==> src/rtl/cache_ro_pkg.sv <==
// Shared types and default sizes for the read-only cache controller.
// Latency: none (definitions only).
// Backpressure: n/a.
package cache_ro_pkg;

  localparam int SIZE_BLOCK_DEF = 32;
  localparam int BIT_TOTAL_DEF  = 24;
  localparam int NUM_REQ_DEF    = 4;

  typedef enum logic [2:0] {
    IDLE,
    LOOKUP,
    CHECK,
    MEM_REQ,
    MEM_WAIT,
    FILL,
    RESP
  } ctrl_state_e;

endpackage

==> src/rtl/cache_ro_ctrl_rr_arbiter.sv <==
// Round-robin pick of the first requester strictly after the pointer.
// Latency: purely combinational, zero cycles.
// Backpressure: none; the caller decides when a grant is taken.
module rr_arbiter #(
  parameter  int N  = 4,
  localparam int IW = $clog2(N)
) (
  input  logic [N-1:0]  i_req,
  input  logic [IW-1:0] i_ptr,
  output logic [N-1:0]  o_gnt,
  output logic [IW-1:0] o_gnt_idx
);

  localparam logic [IW:0] N_W = (IW+1)'(N);

  logic [IW:0] cand;
  logic        found;

  // Walk ptr+1, ptr+2, ... (mod N) and take the first active request.
  always_comb begin
    o_gnt     = '0;
    o_gnt_idx = '0;
    found     = 1'b0;
    cand      = '0;
    for (int off = 1; off <= N; off++) begin
      cand = {1'b0, i_ptr} + (IW+1)'(off);
      if (cand >= N_W) begin
        cand = cand - N_W;
      end
      if (!found && i_req[cand[IW-1:0]]) begin
        found                 = 1'b1;
        o_gnt[cand[IW-1:0]]   = 1'b1;
        o_gnt_idx             = cand[IW-1:0];
      end
    end
  end

endmodule

==> src/rtl/cache_ro_ctrl.sv <==
// Shares one read-only block cache among NUM_REQ clients; misses are filled over Avalon-MM.
// Latency: hit responds 3 cycles after the request is seen in IDLE; a miss adds the Avalon wait.
// Backpressure: one transaction in flight; other clients hold valid until their ack pulse.
// Optional: CACHE_RO_CTRL_STATS_EN adds saturating hit/miss counters.
module cache_ro_ctrl
  import cache_ro_pkg::*;
#(
  parameter int SIZE_BLOCK = SIZE_BLOCK_DEF,
  parameter int BIT_TOTAL  = BIT_TOTAL_DEF,
  parameter int NUM_REQ    = NUM_REQ_DEF,
  parameter int BIT_OFFSET = $clog2(SIZE_BLOCK/8)
) (
  input  logic                            i_clk,
  input  logic                            i_rst,
`ifdef CACHE_RO_CTRL_STATS_EN
  output logic [31:0]                     o_hit_cnt,
  output logic [31:0]                     o_miss_cnt,
`endif
  input  logic [NUM_REQ-1:0]              i_req_valid,
  input  logic [NUM_REQ*BIT_TOTAL-1:0]    i_req_addr,
  output logic [NUM_REQ-1:0]              o_req_ack,
  output logic [NUM_REQ-1:0]              o_resp_valid,
  output logic [SIZE_BLOCK-1:0]           o_resp_data,
  output logic                            o_c_en,
  output logic                            o_c_wrt,
  output logic [BIT_TOTAL-1:0]            o_c_addr,
  output logic [SIZE_BLOCK-1:0]           o_c_data,
  input  logic [SIZE_BLOCK-1:0]           i_c_data,
  input  logic                            i_c_success,
  output logic                            o_mem_read,
  output logic [BIT_TOTAL+BIT_OFFSET-1:0] o_mem_addr,
  input  logic                            i_mem_waitrequest,
  input  logic [SIZE_BLOCK-1:0]           i_mem_readdata,
  input  logic                            i_mem_readdatavalid
);

  localparam int          IW      = $clog2(NUM_REQ);
  localparam logic [IW-1:0] PTR_RST = IW'(NUM_REQ - 1);
  localparam int          MAW     = BIT_TOTAL + BIT_OFFSET;

  ctrl_state_e state_q, state_d;

  logic [IW-1:0]         ptr_q;
  logic [NUM_REQ-1:0]    gnt_q;
  logic [BIT_TOTAL-1:0]  addr_q;
  logic [SIZE_BLOCK-1:0] data_q;

  logic [NUM_REQ-1:0]    arb_gnt;
  logic [IW-1:0]         arb_idx;
  logic [BIT_TOTAL-1:0]  addr_sel;

  rr_arbiter #(.N(NUM_REQ)) u_arb (
    .i_req     (i_req_valid),
    .i_ptr     (ptr_q),
    .o_gnt     (arb_gnt),
    .o_gnt_idx (arb_idx)
  );

  // Pick the granted client's block index out of the packed address bus.
  always_comb begin
    addr_sel = '0;
    for (int k = 0; k < NUM_REQ; k++) begin
      if (arb_gnt[k]) begin
        addr_sel = i_req_addr[k*BIT_TOTAL +: BIT_TOTAL];
      end
    end
  end

  // State register; reset abandons any transaction, including an outstanding Avalon read.
  always_ff @(posedge i_clk) begin
    if (i_rst) begin
      state_q <= IDLE;
    end else begin
      state_q <= state_d;
    end
  end

  // Next-state: lookup, then either respond on a hit or go fetch and fill.
  always_comb begin
    state_d = state_q;
    case (state_q)
      IDLE:     if (|i_req_valid) state_d = LOOKUP;
      LOOKUP:   state_d = CHECK;
      CHECK:    state_d = i_c_success ? RESP : MEM_REQ;
      MEM_REQ:  if (!i_mem_waitrequest) state_d = MEM_WAIT;
      MEM_WAIT: if (i_mem_readdatavalid) state_d = FILL;
      FILL:     state_d = RESP;
      RESP:     state_d = IDLE;
      default:  state_d = IDLE;
    endcase
  end

  // Capture the grant in IDLE and the block data from whichever source supplies it.
  always_ff @(posedge i_clk) begin
    if (i_rst) begin
      ptr_q  <= PTR_RST;
      gnt_q  <= '0;
      addr_q <= '0;
      data_q <= '0;
    end else begin
      if (state_q == IDLE && |i_req_valid) begin
        ptr_q  <= arb_idx;
        gnt_q  <= arb_gnt;
        addr_q <= addr_sel;
      end
      if (state_q == CHECK && i_c_success) begin
        data_q <= i_c_data;
      end
      // Readdatavalid outside MEM_WAIT (e.g. a read orphaned by reset) is dropped here.
      if (state_q == MEM_WAIT && i_mem_readdatavalid) begin
        data_q <= i_mem_readdata;
      end
    end
  end

  // Outputs are pure state decodes so every bus reads zero whenever it is not in use.
  always_comb begin
    o_req_ack    = '0;
    o_resp_valid = '0;
    o_resp_data  = '0;
    o_c_en       = 1'b0;
    o_c_wrt      = 1'b0;
    o_c_addr     = '0;
    o_c_data     = '0;
    o_mem_read   = 1'b0;
    o_mem_addr   = '0;
    case (state_q)
      LOOKUP: begin
        o_req_ack = gnt_q;
        o_c_en    = 1'b1;
        o_c_addr  = addr_q;
      end
      MEM_REQ: begin
        o_mem_read = 1'b1;
        o_mem_addr = MAW'(addr_q) << BIT_OFFSET;
      end
      FILL: begin
        o_c_en   = 1'b1;
        o_c_wrt  = 1'b1;
        o_c_addr = addr_q;
        o_c_data = data_q;
      end
      RESP: begin
        o_resp_valid = gnt_q;
        o_resp_data  = data_q;
      end
      default: begin
      end
    endcase
  end

`ifdef CACHE_RO_CTRL_STATS_EN
  localparam logic [31:0] CNT_MAX = 32'hFFFF_FFFF;

  // Count lookup outcomes; counters stick at all-ones rather than wrap.
  always_ff @(posedge i_clk) begin
    if (i_rst) begin
      o_hit_cnt  <= '0;
      o_miss_cnt <= '0;
    end else if (state_q == CHECK) begin
      if (i_c_success) begin
        if (o_hit_cnt != CNT_MAX) o_hit_cnt <= o_hit_cnt + 32'd1;
      end else begin
        if (o_miss_cnt != CNT_MAX) o_miss_cnt <= o_miss_cnt + 32'd1;
      end
    end
  end
`endif

endmodule
==> config.mk <==
export PLATFORM = sky130hd
export DESIGN_NAME = cache_ro_ctrl
export DESIGN_NICKNAME = d
export VERILOG_FILES = /design/src/rtl/cache_ro_pkg.sv /design/src/rtl/cache_ro_ctrl_rr_arbiter.sv /design/src/rtl/cache_ro_ctrl.sv
export SDC_FILE = /design/constraint.sdc
export NUM_CORES = 1
export LEC_CHECK = 0
export CAP_MARGIN = 20
export CORE_ASPECT_RATIO = 0.7
export CORE_MARGIN = 2
export CORE_UTILIZATION = 40
export CTS_CLUSTER_DIAMETER = 80
export DETAILED_ROUTE_END_ITERATION = 7
export MAX_ROUTING_LAYER = met4
export PLACE_DENSITY = 0.94
export SLEW_MARGIN = 20
export SYNTH_ARGS = -nofsm -noshare
export SYNTH_HDL_FRONTEND = slang
export SYNTH_SLANG_ARGS = --single-unit
==> constraint.sdc <==
create_clock -name i_clk -period 5.4 [get_ports i_clk]
set_input_delay 0.81 -clock i_clk [delete_from_list [all_inputs] [get_ports i_clk]]
set_output_delay 0.81 -clock i_clk [all_outputs]
set_load 0.05 [all_outputs]
==> flow_results.org <==
** Layout
- Leaving out fill and tap cells, the most frequent cell in the layout is sky130_fd_sc_hd__clkdlybuf4s50_1.
- Fill cells in the final layout number 965.
- In the layout the commonest cells are sky130_fd_sc_hd__clkdlybuf4s50_1, sky130_fd_sc_hd__and2_1, sky130_fd_sc_hd__nor2_1.
- Number of diodes added for antenna fixing :: 0
- Core occupancy in the finished layout :: 0.6832
- Area growth from synthesis to layout :: 67.23%
- Post-layout net count :: 1034
- Proportion of layout cells with a drive suffix above 1 :: 0.04640

** Worst setup path
- The worst setup path is captured at a flop.
- Along the worst path, the maximum fanout reaches 25.
- Startpoint-to-endpoint class of the critical path :: flop to flop
- For the worst setup path, the data required time is 5630 ps.
- Kind of start point of the critical path :: flop
- In this design, the stage delay of the slowest critical-path cell is 900 ps.
- Cells along the critical path :: inv_1 > ha_1 > mux4_2 > nor4b_1 > and2_1 > o211ai_1 > a311oi_1
- Worst path slowest cell :: sky130_fd_sc_hd__and2_1
- Data arrives at the worst endpoint at 4110 ps.

** Detailed routing
- Routed via count divided by cell count :: 5.474
- Remaining routing DRC violations :: 0
- Per-cell routed wire length :: 18.44 um
- Routed Antenna Nets :: 0
- For this run, the detailed router's first-pass iteration total came to 7.
- Iter 0 DRT Violations :: 404
- The final layout contains routed wiring with a total length of 18.79 mm.
- Number of vias after detailed routing :: 5578

** Timing
- Final setup vio count :: 0
- Count of final hold-check violations :: 0
- Min Tclk post-route :: 3878 ps
- In the finished design, the share of the clock period the worst path needs comes to 0.7181.
- RSZ-0062 raised after global routing :: false
- Count of pins over their slew limit :: 0
- Max-slew headroom :: 0.2852
- The clock arrives with 9.724 ps of skew.
- Adding up every negative setup slack in the final design gives 0 ps.
- Achievable clock frequency :: 0.2579 GHz
- Across all setup checks in the final design, the least slack found is 1522 ps.
- Transition at the pin with the smallest max-transition slack :: 1072 ps
- Minimum hold slack :: 517.7 ps

** Die
- In this run the standard cell core region covers 11690 um2.
- The die covers 12840 um2.
- I/O pins :: 294
- Row generation in the floorplan step produced 33 rows.
- From left edge to right edge, the die measures 134.6 um.
- The die is 95.40 um tall.
- The initial utilization of the core area, before any placement, comes to 0.4085.

** Place
- Port buffer count :: 291
- Gpl congestion :: 0.9004
- After legalization and detailed placement, the total HPWL measured 13.56 mm.
- Post-Place Setup Slack :: 1436 ps

** Synth
- In this run, synthesis inferred 0 flip-flops with an integrated enable.
- Top FF cell, synth :: sky130_fd_sc_hd__dfxtp_1
- Post-synthesis register bit count :: 65
- After synthesis the cells add up to 4773 um2.
- Counting every instance in the synthesized netlist gives 611.
- The share of the Yosys chip area taken by registers is 0.2726.
- Counting flops with an async set or reset pin after synthesis yields a share of 0.
- Yosys synthesis warning count :: 0
- In this run the mean area of a mapped cell was 7.812 um2.
- After synthesis, the netlist uses 43 different library cells.

** Clocking
- Buffers inserted to repair hold after CTS numbered 0.
- For this design, the sink count on the clock tree is 65.
- Clock tree root buffer cell :: sky130_fd_sc_hd__clkbuf_16
- Clock latency on the worst-skew pair :: 330 ps
- Clk buf depth :: 2
- Post-CTS repair changed the size of 0 cells.
- Maximum level of the CTS H-tree :: 3
- After clock tree synthesis, the clock-pin slew on the worst setup and hold paths is 50 ps.
- The number of clock buffers added by TritonCTS is 9.
- Buffers inserted during post-CTS setup optimization :: 0
- TritonCTS built the clock tree.

** Min path
- Hold/Removal Path Class :: flop to flop

** Global route
- The first global-routing pass estimated 28.47 mm of wire.
- Aggregate global routing overflow :: 0
- Number of antenna violations at the first check in global routing :: 0
- For this run, the total global-route usage over all layers was measured as 0.2908.
- Largest net degree at the start of global routing :: 66
- The number of global-route vias before repair is 5301.

** Flow run
- Max cap viols :: 0

** Power
- For this design the ratio of total power to cell area is 338.6 nW/um2.
- The analysis attributes to cell leakage a power of 2.916 nW.
- The worst-case IR drop observed on VDD is 0.2208 mV.
- Overall power consumption after layout is estimated at 2.703 mW.

** Outcome
- The run finished with clean final reports.
[sequential cells by signal, indices dropped and copies added (netlist names)]
name     count
ptr_q        2
state_q      3
data_q      32
addr_q      24
gnt_q        4
[worst max-delay path: cells and delay by family (launching register included)]
kind	cells	cell delay [ps]
buffers and inverters	1	220
AO/OA/AOI/OAI	2	550
AND/OR/NAND/NOR	2	1250
adder cells (fa/ha/maj)	1	460
multiplexers	1	650
flip-flops	1	650
[through the flow]
stage / area, um2 / std cells
after CTS: 7965 / 1018
after global placement: 7676 / 1002
after floorplan: 4777 / 612
after global routing: 7983 / 1019
after detailed placement: 7676 / 1002
final: 7983 / 1019
[logic make-up after synthesis]
logic type / synth area share
other: 0.0007856
and+or+nand+nor: 0.3182
buffers and inverters: 0.06763
DFF: 0.2726
AOI/OAI and AO/OA: 0.2254
adders and majority gates: 0.02097
muxes: 0.09437
[report_power, final]
part	total [mW]	switching, mW	internal (mW)
Sequential	0.718	0.116	0.603
Clock	0.571	0.214	0.357
Combinational	1.41	0.872	0.542
Total	2.70	1.20	1.50
[cell usage after synthesis, types with 2 or more instances]
cell type                  instances  area share
sky130_fd_sc_hd__a211o_1          26       0.048
sky130_fd_sc_hd__a211oi_1         38       0.060
sky130_fd_sc_hd__a21oi_1           4      0.0042
sky130_fd_sc_hd__a311oi_1         24       0.044
sky130_fd_sc_hd__and2_1          118        0.15
sky130_fd_sc_hd__and3_1            6      0.0079
sky130_fd_sc_hd__buf_1             4      0.0031
sky130_fd_sc_hd__buf_2            12       0.013
sky130_fd_sc_hd__buf_4             2      0.0031
sky130_fd_sc_hd__buf_6             3      0.0071
sky130_fd_sc_hd__clkbuf_1         45       0.035
sky130_fd_sc_hd__dfxtp_1          65        0.27
sky130_fd_sc_hd__ha_1              8       0.021
sky130_fd_sc_hd__inv_1             8      0.0063
sky130_fd_sc_hd__mux2i_1          36       0.075
sky130_fd_sc_hd__mux4_2            4       0.019
sky130_fd_sc_hd__nand2_1          30       0.024
sky130_fd_sc_hd__nand3b_1          2      0.0031
sky130_fd_sc_hd__nor2_1           92       0.072
sky130_fd_sc_hd__nor2b_1           2      0.0026
sky130_fd_sc_hd__nor3_1            5      0.0052
sky130_fd_sc_hd__nor3b_1           2      0.0031
sky130_fd_sc_hd__nor4_1           26       0.034
sky130_fd_sc_hd__o211ai_1         26       0.041
sky130_fd_sc_hd__o21ai_0           5      0.0052
[metal layers]
layer | global-route usage | vias to the layer above | routed length, um
li1 | - | 2676 | -
met1 | 0.3570 | 2592 | 7809
met2 | 0.4889 | 277 | 9172
met3 | 0.06061 | 33 | 1405
met4 | 0.08246 | 0 | 400
met5 | - | - | 0
[path summary, 6_finish.rpt]
path         cells after the start    endpoint  slack, ps     start
max                              7  addr_q[10]       1520  ptr_q[0]
min                              2    gnt_q[0]        520  gnt_q[0]
max reg2reg                      7  addr_q[10]       1520  ptr_q[0]
min reg2reg                      2    gnt_q[0]        520  gnt_q[0]
[layout make-up]
type	instances	area [um2]	area share
repair buffers	300	2979	0.3732
inverters	8	30.03	0.003762
flip-flops and latches	65	1301	0.1630
clock buffers	11	232.7	0.02915
well taps	157	196.4	0.02461
multi-input cells	473	3187	0.3992
clock inverters	5	56.30	0.007053
(Power assumes the default switching activity.)
